--- src/rtl/vga_timing_pkg.sv ---
// vga_timing_pkg
// Shared 640x480@60 raster constants, framebuffer defaults, the stored pixel
// layout and a constant-multiply helper used for framebuffer addressing.
// No ports (package).
package vga_timing_pkg;

  localparam logic [9:0] H_ACTIVE     = 10'd640;
  localparam logic [9:0] H_SYNC_START = 10'd656;  // after 16-cycle front porch
  localparam logic [9:0] H_SYNC_END   = 10'd752;  // exclusive, 96-cycle pulse
  localparam logic [9:0] H_TOTAL      = 10'd800;  // 48-cycle back porch

  localparam logic [9:0] V_ACTIVE     = 10'd480;
  localparam logic [9:0] V_SYNC_START = 10'd490;  // after 10-line front porch
  localparam logic [9:0] V_SYNC_END   = 10'd492;  // exclusive, 2-line pulse
  localparam logic [9:0] V_TOTAL      = 10'd525;  // 33-line back porch

  localparam int unsigned FB_W_DEFAULT = 160;
  localparam int unsigned FB_H_DEFAULT = 120;
  localparam int unsigned PIXEL_W      = 3;

  typedef struct packed {
    logic r;
    logic g;
    logic b;
  } pixel_t;

  // Raster side-band carried alongside the memory read latency.
  typedef struct packed {
    logic hs;
    logic vs;
    logic slot;
  } align_t;

  localparam align_t ALIGN_IDLE = '{hs: 1'b1, vs: 1'b1, slot: 1'b0};

  // Multiply by a constant as a sum of shifted copies; with k constant this
  // reduces to a fixed adder tree rather than a multiplier.
  function automatic logic [31:0] mul_shift_add(input logic [31:0] x,
                                                input int unsigned k);
    logic [31:0] acc;
    acc = '0;
    for (int unsigned i = 0; i < 32; i++) begin
      if (k[i]) acc = acc + (x << i);
    end
    return acc;
  endfunction

endpackage

--- src/rtl/vga_fb_scheduler_if.sv ---
// vga_fb_scheduler_if
// Writer handshake and single-port framebuffer bus.
//   slave  : the scheduler (takes wr_req/wr_addr/wr_data/mem_rdata,
//            drives wr_gnt/wr_err/mem_addr/mem_we/mem_wdata)
//   master : writer + memory side (the opposite directions)
interface vga_fb_scheduler_if #(
  parameter int unsigned ADDR_W = 15,
  parameter int unsigned PIX_W  = 3
);
  logic              wr_req;
  logic [ADDR_W-1:0] wr_addr;
  logic [PIX_W-1:0]  wr_data;
  logic              wr_gnt;
  logic              wr_err;
  logic [ADDR_W-1:0] mem_addr;
  logic              mem_we;
  logic [PIX_W-1:0]  mem_wdata;
  logic [PIX_W-1:0]  mem_rdata;

  modport slave (
    input  wr_req, wr_addr, wr_data, mem_rdata,
    output wr_gnt, wr_err, mem_addr, mem_we, mem_wdata
  );

  modport master (
    output wr_req, wr_addr, wr_data, mem_rdata,
    input  wr_gnt, wr_err, mem_addr, mem_we, mem_wdata
  );
endinterface

--- src/rtl/vga_raster_counter.sv ---
// vga_raster_counter
// 800x525 raster position counters and the undelayed timing decodes.
//   clock, reset_n : pixel clock, async active-low reset
//   h_cnt, v_cnt   : current raster position
//   hs_raw, vs_raw : active-low syncs for the current position
//   visible        : position is inside the 640x480 active area
//   frame_start    : high while the position is (0,0)
module vga_raster_counter
  import vga_timing_pkg::*;
(
  input  logic       clock,
  input  logic       reset_n,
  output logic [9:0] h_cnt,
  output logic [9:0] v_cnt,
  output logic       hs_raw,
  output logic       vs_raw,
  output logic       visible,
  output logic       frame_start
);

  logic [9:0] h_q, h_d;
  logic [9:0] v_q, v_d;

  always_comb begin
    h_d = h_q + 10'd1;
    v_d = v_q;
    if (h_q == H_TOTAL - 10'd1) begin
      h_d = '0;
      v_d = (v_q == V_TOTAL - 10'd1) ? '0 : v_q + 10'd1;
    end
  end

  always_ff @(posedge clock or negedge reset_n) begin
    if (!reset_n) begin
      h_q <= '0;
      v_q <= '0;
    end else begin
      h_q <= h_d;
      v_q <= v_d;
    end
  end

  assign h_cnt   = h_q;
  assign v_cnt   = v_q;
  assign hs_raw  = !((h_q >= H_SYNC_START) && (h_q < H_SYNC_END));
  assign vs_raw  = !((v_q >= V_SYNC_START) && (v_q < V_SYNC_END));
  assign visible = (h_q < H_ACTIVE) && (v_q < V_ACTIVE);

  // Decoded from the counter flops so it is high on the very first cycle
  // after reset release; gated with reset_n so it stays low while in reset.
  assign frame_start = reset_n && (h_q == '0) && (v_q == '0);

endmodule

--- src/rtl/vga_fb_scheduler.sv ---
// vga_fb_scheduler
// 640x480@60 raster timing plus single-port framebuffer arbitration between
// display read-out (owns the visible region) and a writer (blanking, or any
// time display_en=0). Sync and colour leave READ_LATENCY+1 cycles after the
// raster position that produced them.
//   clock, reset_n  : pixel clock, async active-low reset
//   display_en      : display owns memory in the visible region
//   bus (slave)     : writer handshake + framebuffer memory bus
//   frame_start     : pulse at raster (0,0), undelayed
//   vga_hsync/vsync : active-low syncs, aligned with colour
//   R, G, B         : 8-bit colour, full-scale per stored pixel bit
module vga_fb_scheduler
  import vga_timing_pkg::*;
#(
  parameter int unsigned READ_LATENCY = 2,
  parameter int unsigned SCALE_SHIFT  = 2,
  parameter int unsigned FB_W         = FB_W_DEFAULT,
  parameter int unsigned FB_H         = FB_H_DEFAULT,
  parameter int unsigned ADDR_W       = 15,
  parameter int unsigned PIX_W        = PIXEL_W
) (
  input  logic              clock,
  input  logic              reset_n,
  input  logic              display_en,
  vga_fb_scheduler_if.slave bus,
  output logic              frame_start,
  output logic              vga_hsync,
  output logic              vga_vsync,
  output logic [7:0]        R,
  output logic [7:0]        G,
  output logic [7:0]        B
);

  localparam int unsigned FB_CELLS = FB_W * FB_H;

  logic [9:0] h_cnt, v_cnt;
  logic       hs_raw, vs_raw, visible;

  vga_raster_counter u_raster (
    .clock       (clock),
    .reset_n     (reset_n),
    .h_cnt       (h_cnt),
    .v_cnt       (v_cnt),
    .hs_raw      (hs_raw),
    .vs_raw      (vs_raw),
    .visible     (visible),
    .frame_start (frame_start)
  );

  logic              rd_slot, gnt, in_range;
  logic [9:0]        row, col;
  logic [ADDR_W-1:0] rd_addr;
  logic [ADDR_W-1:0] mem_addr_q, mem_addr_d;
  logic              wr_err_q, wr_err_d;
  align_t            pipe_q [READ_LATENCY];
  align_t            pipe_d [READ_LATENCY];
  align_t            tail;
  logic              hs_q, hs_d, vs_q, vs_d;
  logic [7:0]        r_q, r_d, g_q, g_d, b_q, b_d;

  assign rd_slot  = display_en && visible;
  assign row      = v_cnt >> SCALE_SHIFT;
  assign col      = h_cnt >> SCALE_SHIFT;
  assign rd_addr  = ADDR_W'(mul_shift_add(32'(row), FB_W) + 32'(col));
  assign gnt      = reset_n && bus.wr_req && !rd_slot;
  assign in_range = 32'(bus.wr_addr) < FB_CELLS;
  assign tail     = pipe_q[READ_LATENCY-1];

  always_comb begin
    mem_addr_d = mem_addr_q;
    if (rd_slot)  mem_addr_d = rd_addr;
    else if (gnt) mem_addr_d = bus.wr_addr;

    wr_err_d = wr_err_q || (gnt && !in_range);

    pipe_d[0] = '{hs: hs_raw, vs: vs_raw, slot: rd_slot};
    for (int unsigned i = 1; i < READ_LATENCY; i++) pipe_d[i] = pipe_q[i-1];

    hs_d = tail.hs;
    vs_d = tail.vs;
    r_d  = (tail.slot && bus.mem_rdata[PIX_W-1]) ? 8'hFF : 8'h00;
    g_d  = (tail.slot && bus.mem_rdata[PIX_W-2]) ? 8'hFF : 8'h00;
    b_d  = (tail.slot && bus.mem_rdata[PIX_W-3]) ? 8'hFF : 8'h00;
  end

  // The memory bus is combinational from the counters so mem_rdata lines up
  // with the last align stage; mem_addr_q only provides the idle hold value.
  always_comb begin
    bus.mem_addr  = mem_addr_d;
    bus.mem_we    = gnt && in_range;
    bus.mem_wdata = bus.wr_data;
    bus.wr_gnt    = gnt;
    bus.wr_err    = wr_err_q;
  end

  always_ff @(posedge clock or negedge reset_n) begin
    if (!reset_n) begin
      mem_addr_q <= '0;
      wr_err_q   <= 1'b0;
      for (int unsigned i = 0; i < READ_LATENCY; i++) pipe_q[i] <= ALIGN_IDLE;
      hs_q <= 1'b1;
      vs_q <= 1'b1;
      r_q  <= '0;
      g_q  <= '0;
      b_q  <= '0;
    end else begin
      mem_addr_q <= mem_addr_d;
      wr_err_q   <= wr_err_d;
      pipe_q     <= pipe_d;
      hs_q       <= hs_d;
      vs_q       <= vs_d;
      r_q        <= r_d;
      g_q        <= g_d;
      b_q        <= b_d;
    end
  end

  assign vga_hsync = hs_q;
  assign vga_vsync = vs_q;
  assign R         = r_q;
  assign G         = g_q;
  assign B         = b_q;

endmodule
--- src/flat_wrapper.sv ---
// flat-port wrapper written by rule: the top's interface ports become plain ports
module vga_fb_scheduler_flat import vga_timing_pkg::*;
#(
  parameter int unsigned READ_LATENCY = 2,
  parameter int unsigned SCALE_SHIFT  = 2,
  parameter int unsigned FB_W         = FB_W_DEFAULT,
  parameter int unsigned FB_H         = FB_H_DEFAULT,
  parameter int unsigned ADDR_W       = 15,
  parameter int unsigned PIX_W        = PIXEL_W
)
  (clock, reset_n, display_en, frame_start, vga_hsync, vga_vsync, R, G, B, bus_wr_req, bus_wr_addr, bus_wr_data, bus_mem_rdata, bus_wr_gnt, bus_wr_err, bus_mem_addr, bus_mem_we, bus_mem_wdata);
  vga_fb_scheduler_if #(.ADDR_W(ADDR_W), .PIX_W(PIX_W)) bus_i ();
  input  logic clock;
  input  logic reset_n;
  input  logic display_en;
  output logic frame_start;
  output logic vga_hsync;
  output logic vga_vsync;
  output logic [7:0] R;
  output logic [7:0] G;
  output logic [7:0] B;
  input wire logic [$bits(bus_i.wr_req)-1:0] bus_wr_req;
  input wire logic [$bits(bus_i.wr_addr)-1:0] bus_wr_addr;
  input wire logic [$bits(bus_i.wr_data)-1:0] bus_wr_data;
  input wire logic [$bits(bus_i.mem_rdata)-1:0] bus_mem_rdata;
  output wire logic [$bits(bus_i.wr_gnt)-1:0] bus_wr_gnt;
  output wire logic [$bits(bus_i.wr_err)-1:0] bus_wr_err;
  output wire logic [$bits(bus_i.mem_addr)-1:0] bus_mem_addr;
  output wire logic [$bits(bus_i.mem_we)-1:0] bus_mem_we;
  output wire logic [$bits(bus_i.mem_wdata)-1:0] bus_mem_wdata;
  assign bus_i.wr_req = bus_wr_req;
  assign bus_i.wr_addr = bus_wr_addr;
  assign bus_i.wr_data = bus_wr_data;
  assign bus_i.mem_rdata = bus_mem_rdata;
  assign bus_wr_gnt = bus_i.wr_gnt;
  assign bus_wr_err = bus_i.wr_err;
  assign bus_mem_addr = bus_i.mem_addr;
  assign bus_mem_we = bus_i.mem_we;
  assign bus_mem_wdata = bus_i.mem_wdata;
  vga_fb_scheduler #(.READ_LATENCY(READ_LATENCY), .SCALE_SHIFT(SCALE_SHIFT), .FB_W(FB_W), .FB_H(FB_H), .ADDR_W(ADDR_W), .PIX_W(PIX_W)) u_core (.clock(clock), .reset_n(reset_n), .display_en(display_en), .bus(bus_i), .frame_start(frame_start), .vga_hsync(vga_hsync), .vga_vsync(vga_vsync), .R(R), .G(G), .B(B));
endmodule
--- config.mk ---
export PLATFORM = sky130hd
export DESIGN_NAME = vga_fb_scheduler_flat
export DESIGN_NICKNAME = d
export VERILOG_FILES = /design/src/rtl/vga_timing_pkg.sv /design/src/rtl/vga_fb_scheduler_if.sv /design/src/rtl/vga_raster_counter.sv /design/src/rtl/vga_fb_scheduler.sv /design/src/flat_wrapper.sv
export SDC_FILE = /design/constraint.sdc
export NUM_CORES = 1
export LEC_CHECK = 0
export BUFFER_PORTS_ARGS = -buffer_cell sky130_fd_sc_hd__buf_2
export CORE_MARGIN = 2
export CORE_UTILIZATION = 35
export CTS_BUF_LIST = sky130_fd_sc_hd__clkbuf_8
export CTS_CLUSTER_DIAMETER = 100
export CTS_CLUSTER_SIZE = 14
export DETAILED_ROUTE_END_ITERATION = 10
export SLEW_MARGIN = 5
export SYNTH_ARGS = -nofsm -noshare
export SYNTH_HDL_FRONTEND = slang
export SYNTH_SLANG_ARGS = --single-unit
--- constraint.sdc ---
create_clock -name clock -period 7.25 [get_ports clock]
set_input_delay 0.725 -clock clock [delete_from_list [all_inputs] [get_ports clock]]
set_output_delay 0.725 -clock clock [all_outputs]
set_load 0.02 [all_outputs]
==> flow_metrics.py, run 1 <==
metrics = {
    "worst_setup_path": {
        "r2r_slack_ns": 4.53,
        "crit_type": "reg2out",
        "worstPathBufferInverterCount": 3,
        "cp-start-kind": "flop",
        "r2r_cells": 8,
        "cp-end-kind": "output pin",
        "cp_slowest_stage_delay_ns": 0.54,
        "slowest_stage": "fa_1",
        "crit_cells": 9,
        "arrival_ns": 3.14,
        "path_cells": "inv_1 > fa_1 > inv_1 > fa_1 > a211oi_1 > o21ai_0 > and4_1 > nor3_1 > buf_2",
        "critPathMaxFanout": 7,
        "cp_top_family": "adder cells",
        "cp_data_required_time_ns": 6.52,
    },
    "logic_synthesis": {
        "synth_top_flop_cell": "dfrtp_1",
        "synthArstFlopShare_pct": 100,
        "synth_cells": 274,
        "ys_ff_latch": 47,
        "synth_area_leaders": "dfrtp_1 37%, ha_1 9.1%, buf_4 6.5%",
        "syn-cell-area_sq_mm": 0.00276,
        "synth.top_cell.area_share_pct": 37.2,
        "yosys.area.top_type": "dfrtp_1",
        "ys_seq_area_share_pct": 42.9,
        "synth_warnings": 0,
        "avgSynthCellArea_sq_um": 10.1,
        "synth_cell_type_count": 43,
        "synth_edf_count": 0,
        "syn_nets": 321,
    },
    "floorplanning": {
        "start_util_pct": 35.9,
        "die_x_microns": 92.8,
        "die_area_sq_mm": 0.00861,
        "ios": 73,
        "num_rows": 32,
        "die_height_microns": 92.8,
        "core_area_sq_mm": 0.00769,
    },
    "layout": {
        "antennaDiodeCount": 0,
        "regArea_sq_mm": 0.00118,
        "final_layout_size_suffix_gt1_share_pct": 28.6,
        "multiInputGateArea_sq_mm": 0.00132,
        "finalNetCount": 364,
        "layout_commonest_cell": "buf_2",
        "final_cell_mix": "66 x buf_2, 41 x dfrtp_1, 23 x o21ai_0, 22 x nand2_1, 20 x ha_1",
        "area_growth_pct": 13.6,
        "finish.utilization_pct": 40.8,
        "n_fill_cell": 781,
    },
    "cts": {
        "cts_tree": "built",
        "h-tree-depth": 2,
        "cts_resized": 0,
        "post_cts_buffers": 0,
        "numCtsBuffers": 5,
        "hold_buffers": 0,
        "clock_path_buffers": 2,
        "clockRootBuffer": "clkbuf_8",
        "cts_sinks": 47,
        "clk_latency_ns": 0.30,
        "cts.clk_slew.worst_paths_ns": 0.09,
    },
    "drt": {
        "first_pass_iters": 4,
        "ant_nets": 0,
        "via_per_inst": 4.92,
        "wl_per_cell_microns": 13.0,
        "met1Wirelength_microns": 2630,
        "num_vias": 2066,
        "drtIter0Drc": 83,
        "wl_met2_microns": 2380,
        "finalWirelength_microns": 5440,
        "route.met3.wl_microns": 374,
        "drcViolationCount": 0,
        "top_layer_used": "met4",
    },
    "hold_path": {
        "hold_path_depth": 0,
        "hold_path.class": "reg2reg",
    },
    "global_route": {
        "first_global_vias": 1976,
        "grt_use_total_pct": 13.4,
        "grt_antenna_before_repair": 0,
        "grt_max_degree": 53,
        "gr-total-overflow": 0,
        "grt_pass1_wl_microns": 9350,
    },
    "sta": {
        "period_share_pct": 53.3,
        "fin_crit_ns": 3.86,
        "rsz0062_at_grt": "no",
        "clock_skew_ns": 0.00463,
        "final_max_slew_viol_count": 0,
        "max_freq_mhz": 259,
        "tns_ns": 0,
        "setup_viol": 0,
        "setup_ws_ns": 3.39,
        "final-hold-violation-count": 0,
        "tightest_slew_ns": 0.761,
        "maxSlewHeadroom_pct": 49.1,
    },
    "flow_run": {
        "cap_violations": 0,
    },
    "place": {
        "port_buffers": 66,
        "gp_congestion": 0.819,
        "dpl.hpwl_microns": 4020,
        "place_ws_ns": 3.64,
    },
    "power": {
        "ir_drop_v": 0.0000736,
        "powerDensity_mw_per_mm2": 168,
        "p_leak_nw": 1.64,
        "finalPower_w": 0.000527,
    },
    "run_status": {
        "status": "completed",
    },
}
cell type report:
| type | count | share of cell area [%] |
|---|---|---|
| multi-input combinational | 184 | 42.2 |
| sequential | 47 | 37.7 |
| timing repair buffer | 68 | 11.0 |
| tap | 102 | 4.07 |
| clock buffer | 5 | 2.19 |
| clock inverter | 3 | 1.52 |
| inverter | 11 | 1.32 |
sequential cells by signal (all words and copies together) (netlist names):
name	count
u_core.mem_addr_q	15
u_core.bus.wr_err	1
u_core.pipe_d	3
u_core.vs_d	1
u_core.u_raster.v_cnt	10
u_core.vga_vsync	1
u_core.hs_d	1
u_core.vga_hsync	1
u_core.G	1
u_core.u_raster.h_cnt	10
u_core.pipe_q	1
u_core.B	1
u_core.R	1
power by group:
| group | switching, W | total (W) | internal (W) |
|---|---|---|---|
| Clock | 0.0000944 | 0.000199 | 0.000105 |
| Sequential | 0.00000264 | 0.000271 | 0.000268 |
| Combinational | 0.0000377 | 0.0000573 | 0.0000196 |
cells in the mapped netlist (2+ instances only):
master	n
a21oi_1	4
nand3_1	9
a21o_1	3
nand4_1	7
nor3_1	5
mux2_2	2
nor2_1	15
xor2_1	8
and2_1	5
buf_4	24
nand2_1	22
mux2i_1	11
ha_1	20
nor4b_1	2
dfrtp_1	41
dfstp_2	6
nor3_2	2
fa_1	2
nor2b_1	2
buf_2	2
inv_1	10
xnor2_1	6
o21ai_0	23
a211oi_1	8
and4_1	3
o211ai_1	2
o31ai_1	3
and3_1	8
clkbuf_1	5
worst reg2reg max path, stage by stage (launching register included):
cell and delay [ns]:
dfrtp_1 0.46, inv_1 0.12, fa_1 0.54, inv_1 0.06, fa_1 0.48, a211oi_1 0.31
o21ai_0 0.19, and4_1 0.23, nor3_1 0.24
through the flow:
stage               instance area, sq um  std cells  hold WS [ns]
global placement                    3020        412         0.335
finish                              3140        420         0.356
detailed placement                  3020        412         0.336
CTS                                 3140        420         0.357
global route                        3140        420         0.357
floorplan                           2760        274         0.331
path summary, 6_finish.rpt:
path | startpoint | endpoint
worst max-delay path | u_core.u_raster.v_cnt[2]$_DFFE_PN0N_ | bus_mem_addr[12]
worst min-delay path | u_core.pipe_d[0]$_DFF_PN0_ | u_core.pipe_q[0]$_DFF_PN0_
worst max register to register | u_core.u_raster.v_cnt[2]$_DFFE_PN0N_ | u_core.mem_addr_q[12]$_DFF_PN0_
worst min register to register | u_core.pipe_d[0]$_DFF_PN0_ | u_core.pipe_q[0]$_DFF_PN0_
max in group asynchronous | reset_n | u_core.mem_addr_q[12]$_DFF_PN0_
min in group asynchronous | reset_n | u_core.u_raster.v_cnt[1]$_DFFE_PN0N_
kinds of logic (layout without fill, tap and decap cells):
logic type               count (synthesis)  count (layout)  share of synthesized area, %
buffers and inverters                   43              87                          9.20
AND/OR/NAND/NOR                         87              87                          17.4
XOR/XNOR                                14              14                          4.44
adder cells (fa/ha/maj)                 22              22                          10.5
flip-flops                              47              47                          42.9
multiplexers                            13              13                          4.81
AO/OA/AOI/OAI                           48              48                          10.7
layer usage:
metal | vias up | track usage, %
li1 | 1029 | -
met4 | 0 | 4.04
met2 | 69 | 21.0
met3 | 4 | 3.25
met5 | - | 0
met1 | 964 | 18.2
(Power assumes the default switching activity.)
==> inputs of run 2 (changes only) <==
- clock period: 7.25 -> 3.5 ns (I/O delays scaled with it)
==> run 2 against run 1 <==
Compared with the run above: non-clock buffer count is 4 higher; global-route usage about the same; clock skew about the same; register-to-register slack lost 3.5 ns; first-iteration DRC count down 30%; worst setup slack worse by 3.1 ns; largest power group unchanged; sequential share of layout area is 0.16 points lower; cell count rose by 0.95%; total power increased by 96%.
==> flow_metrics.py, run 2 (synthesis gave the netlist of run 1 again) <==
metrics = {
    "drt": {
        "drtIter0Drc": 58,
        "drcViolationCount": 0,
        "finalWirelength_microns": 5570,
        "num_vias": 2099,
        "wl_per_cell_microns": 13.1,
        "ant_nets": 0,
        "via_per_inst": 4.95,
        "first_pass_iters": 4,
    },
    "global_route": {
        "grt_max_degree": 52,
        "grt_use_total_pct": 13.4,
        "gr-total-overflow": 0,
        "grt_pass1_wl_microns": 9160,
        "first_global_vias": 1889,
        "grt_antenna_before_repair": 0,
    },
    "place": {
        "dpl.hpwl_microns": 4020,
        "port_buffers": 66,
        "place_ws_ns": 0.367,
        "gp_congestion": 0.808,
    },
    "floorplanning": {
        "ios": 73,
        "die_x_microns": 92.8,
        "die_height_microns": 92.8,
        "core_area_sq_mm": 0.00769,
        "start_util_pct": 35.9,
        "die_area_sq_mm": 0.00861,
        "num_rows": 32,
    },
    "layout": {
        "layout_commonest_cell": "buf_2",
        "area_growth_pct": 14.4,
        "n_fill_cell": 775,
        "finish.utilization_pct": 41.1,
        "largest_reg_flops": 15,
        "final_cell_mix": "66 x buf_2, 39 x dfrtp_1, 22 x o21ai_0, 22 x nand2_1, 20 x ha_1",
        "top_register": "u_core.mem_addr_q",
        "antennaDiodeCount": 0,
        "final_layout_size_suffix_gt1_share_pct": 30.4,
        "finalNetCount": 368,
    },
    "cts": {
        "cts_tree": "built",
        "h-tree-depth": 2,
        "hold_buffers": 0,
        "numCtsBuffers": 5,
        "cts_sinks": 47,
        "clock_path_buffers": 2,
        "cts.clk_slew.worst_paths_ns": 0.09,
        "clockRootBuffer": "clkbuf_8",
        "clk_latency_ns": 0.30,
    },
    "run_status": {
        "status": "completed",
    },
    "worst_setup_path": {
        "cp-start-kind": "flop",
        "arrival_ns": 2.87,
        "r2r_cells": 8,
        "crit_type": "reg2out",
        "critPathMaxFanout": 5,
        "cp_data_required_time_ns": 3.15,
        "cp-end-kind": "output pin",
    },
    "sta": {
        "maxSlewHeadroom_pct": 58.3,
        "setup_ws_ns": 0.278,
        "tns_ns": 0,
        "rsz0062_at_grt": "no",
        "clock_skew_ns": 0.00438,
        "setup_viol": 0,
        "tightest_slew_ns": 0.625,
        "fin_crit_ns": 3.22,
        "period_share_pct": 92.1,
        "max_freq_mhz": 310,
        "final-hold-violation-count": 0,
        "final_max_slew_viol_count": 0,
    },
    "power": {
        "p_leak_nw": 1.65,
        "ir_drop_v": 0.000153,
        "powerDensity_mw_per_mm2": 328,
    },
    "flow_run": {
        "cap_violations": 0,
    },
    "hold_path": {
        "hold_path.class": "in2async",
    },
}
## run 2: path summary, 6_finish.rpt
| kind | from | slack (ns) | end |
|---|---|---|---|
| max in group asynchronous | reset_n | 2.84 | u_core.u_raster.v_cnt[4]$_DFFE_PN0N_ |
| max | u_core.u_raster.h_cnt[9]$_DFF_PN0_ | 0.28 | bus_mem_addr[12] |
| min in group clock | bus_mem_rdata[0] | 0.26 | u_core.B[6]$_DFF_PN0_ |
| min | reset_n | 0.22 | u_core.u_raster.h_cnt[1]$_DFF_PN0_ |
| max reg2reg | u_core.u_raster.h_cnt[9]$_DFF_PN0_ | 1.05 | u_core.mem_addr_q[12]$_DFF_PN0_ |
| min reg2reg | u_core.pipe_d[0]$_DFF_PN0_ | 0.35 | u_core.pipe_q[0]$_DFF_PN0_ |
## run 2: cell type report
| class | count | area, sq um | area share [%] |
|---|---|---|---|
| Multi-Input combinational cell | 184 | 1330 | 42.1 |
| Sequential cell | 47 | 1190 | 37.6 |
| Timing Repair Buffer | 72 | 375 | 11.9 |
| Tap cell | 102 | 128 | 4.04 |
| Clock buffer | 6 | 82.6 | 2.62 |
| Inverter | 11 | 41.3 | 1.31 |
| Clock inverter | 2 | 16.3 | 0.515 |
## run 2: routing by layer
metal  up-vias  track usage [%]  part of all wire, %
met2        63             20.2                   44
met3         7             3.25                  5.6
li1       1040                -                    -
met1       989             18.9                   49
met5         -                0                    0
met4         0             4.04                  1.4
## run 2: what timing repair did
| action | 4_1_cts | 5_1_grt |
|---|---|---|
| setup buffers | 0 | 3 |
| endpoints found under the setup margin | 0 | 2 |
| resized for setup | 0 | 4 |
| endpoints found under the hold margin | 0 | 0 |
## run 2: critical path, stage by stage, from the launching register on
cell and delay (ns):
dfrtp_1 0.42, inv_1 0.10, fa_1 0.48, inv_1 0.07, fa_1 0.48, a211oi_2 0.26, o21ai_1 0.13, and4_1 0.21
nor3_1 0.22, buf_2 0.20
## run 2: metrics by stage
stage / area [sq um] / total power (W) / cells / hold WS, ns
2_1_floorplan: 2760 / 0.000659 / 274 / 0.0544
3_3_place_gp: 3030 / 0.000694 / 413 / 0.333
3_5_place_dp: 3030 / 0.000694 / 413 / 0.336
4_1_cts: 3130 / 0.00105 / 421 / 0.249
5_1_grt: 3160 / 0.00109 / 424 / 0.245
6_report: 3160 / 0.00104 / 424 / 0.225
## run 2: power by group
group | switching, W | internal, W | total (W)
logic | 0.0000783 | 0.0000411 | 0.000119
registers | 0.00000533 | 0.000556 | 0.000561
clock network | 0.000194 | 0.000161 | 0.000355
total | 0.000278 | 0.000759 | 0.00104
==> inputs of run 3 (changes only) <==
- CTS_BUF_LIST: sky130_fd_sc_hd__clkbuf_8 -> sky130_fd_sc_hd__clkbuf_16
==> run 3 against run 2 <==
Compared with the run above: hold slack better by 0.032 ns; fmax is 0.74% lower; critical path depth stayed put; count of clock-buffer cells in the layout is 1 lower; critical endpoint unchanged; total power is 11% higher; design area is 0.91% higher; core utilization is 0.37 points higher; largest power group unchanged; clock power is 31% higher; via count is 1.6% lower.
==> flow_metrics.py, run 3 (synthesis gave the netlist of run 1 again) <==
metrics = {
    "sta": {
        "fin_crit_ns": 3.25,
        "tns_ns": 0,
        "final_max_slew_viol_count": 0,
        "rsz0062_at_grt": "no",
        "period_share_pct": 92.7,
        "final-hold-violation-count": 0,
        "clock_skew_ns": 0.00331,
        "setup_viol": 0,
        "maxSlewHeadroom_pct": 58.4,
        "max_freq_mhz": 308,
        "tightest_slew_ns": 0.624,
    },
    "run_status": {
        "status": "completed",
    },
    "worst_setup_path": {
        "reg2reg_to": "u_core.mem_addr_q[12]$_DFF_PN0_",
        "cp_data_required_time_ns": 3.15,
        "r2r_cells": 8,
        "cp-end-kind": "output pin",
        "critPathMaxFanout": 7,
        "r2r_start": "u_core.u_raster.v_cnt[2]$_DFFE_PN0N_",
        "crit_type": "reg2out",
        "startpoint": "u_core.u_raster.v_cnt[2]$_DFFE_PN0N_",
        "arrival_ns": 2.90,
        "cp-start-kind": "flop",
        "r2r_slack_ns": 0.98,
    },
    "place": {
        "dpl.hpwl_microns": 4020,
        "dp.cells": 413,
        "port_buffers": 66,
        "place_area_sq_mm": 0.00303,
        "gp_congestion": 0.808,
    },
    "flow_run": {
        "cap_violations": 0,
    },
    "drt": {
        "drtIter0Drc": 52,
        "finalWirelength_microns": 5560,
        "via_per_inst": 4.90,
        "first_pass_iters": 4,
        "drcViolationCount": 0,
        "ant_nets": 0,
        "num_vias": 2065,
        "wl_per_cell_microns": 13.2,
    },
    "power": {
        "ir_drop_v": 0.000198,
        "p_leak_nw": 1.65,
        "finalPower_w": 0.00115,
        "powerDensity_mw_per_mm2": 360,
    },
    "layout": {
        "regArea_sq_mm": 0.00119,
        "final_layout_size_suffix_gt1_share_pct": 29.8,
        "largest_reg_flops": 15,
        "n_fill_cell": 765,
        "top_register": "u_core.mem_addr_q",
        "final_area_sq_mm": 0.00319,
        "layout_commonest_cell": "buf_2",
        "antennaDiodeCount": 0,
        "multiInputGateArea_sq_mm": 0.00133,
        "fin_cells": 421,
        "finalNetCount": 365,
        "area_growth_pct": 15.4,
        "final_cell_mix": "66 x buf_2, 39 x dfrtp_1, 22 x o21ai_0, 22 x nand2_1, 20 x ha_1",
        "finish.utilization_pct": 41.4,
    },
    "floorplanning": {
        "core_area_sq_mm": 0.00769,
        "num_rows": 32,
        "start_util_pct": 35.9,
        "ios": 73,
        "die_area_sq_mm": 0.00861,
        "die_height_microns": 92.8,
        "die_x_microns": 92.8,
    },
    "global_route": {
        "first_global_vias": 1918,
        "grt_pass1_wl_microns": 9140,
        "grt_max_degree": 52,
        "grt_antenna_before_repair": 0,
        "grt_use_total_pct": 13.3,
        "gr-total-overflow": 0,
    },
    "cts": {
        "h-tree-depth": 2,
        "hold_buffers": 0,
        "cts_tree": "built",
        "post_cts_buffers": 0,
        "clk_latency_ns": 0.28,
        "clockRootBuffer": "clkbuf_16",
        "cts.clk_slew.worst_paths_ns": 0.07,
        "numCtsBuffers": 5,
        "cts_sinks": 47,
        "clock_path_buffers": 2,
    },
    "hold_path": {
        "hold_path.class": "in2async",
    },
}
-- run 3: changes by cell type in the layout (fill, tap and decap cells not counted) --
cell	previous run	this run
nor3_1	5	4
clkinv_1	0	1
clkbuf_16	0	5
nor3_2	2	3
buf_4	6	3
clkbuf_8	6	0
-- run 3: worst max path at each step --
| stage | endpoint | slack [ns] | cells past startpoint |
|---|---|---|---|
| CTS | bus_mem_addr[12] | 0.04 | 9 |
| global placement | bus_mem_addr[12] | 0.43 | 9 |
| floorplan | bus_mem_addr[12] | 0.32 | 9 |
| finish | bus_mem_addr[12] | 0.25 | 9 |
| detailed placement | bus_mem_addr[12] | 0.37 | 9 |
| global route | bus_mem_addr[12] | 0.05 | 9 |
-- run 3: stage by stage --
stage               hold WS, ns  worst slack [ns]
finish                    0.257             0.254
detailed placement        0.336             0.367
global placement          0.333             0.429
floorplan                0.0544             0.324
global route              0.277            0.0513
CTS                       0.274            0.0403
-- run 3: layout make-up --
cell class / instances / area share, %
Tap cell: 102 / 4.01
Clock inverter: 3 / 0.628
Inverter: 11 / 1.30
Timing Repair Buffer: 69 / 11.1
Sequential cell: 47 / 37.2
Multi-Input combinational cell: 184 / 41.8
Clock buffer: 5 / 3.93
-- run 3: power by group --
group | internal [W] | switching, W
combinational | 0.0000413 | 0.0000786
sequential | 0.000557 | 0.00000539
clock | 0.000263 | 0.000203
total | 0.000861 | 0.000287
-- run 3: critical path: stages, from the launching register on --
cell and delay, ns:
dfrtp_2 0.43, inv_1 0.10, fa_1 0.53, inv_1 0.07
fa_1 0.48, a211oi_2 0.27, o21ai_1 0.14, and4_1 0.22
nor3_2 0.18, buf_2 0.19
-- run 3: timing repair --
item | 4_1_cts | 5_1_grt
endpoints found under the setup margin | 0 | 1
resized for setup | 0 | 5
endpoints found under the hold margin | 0 | 0
-- run 3: layer usage --
metal | GRT usage [%] | up-vias | share of wire (%) | wire (microns)
met5 | 0 | - | 0 | 0
met4 | 4.17 | 0 | 1.1 | 63
met3 | 3.42 | 4 | 5.3 | 293
met2 | 20.9 | 58 | 44 | 2450
met1 | 18.0 | 970 | 50 | 2750
li1 | - | 1033 | - | -
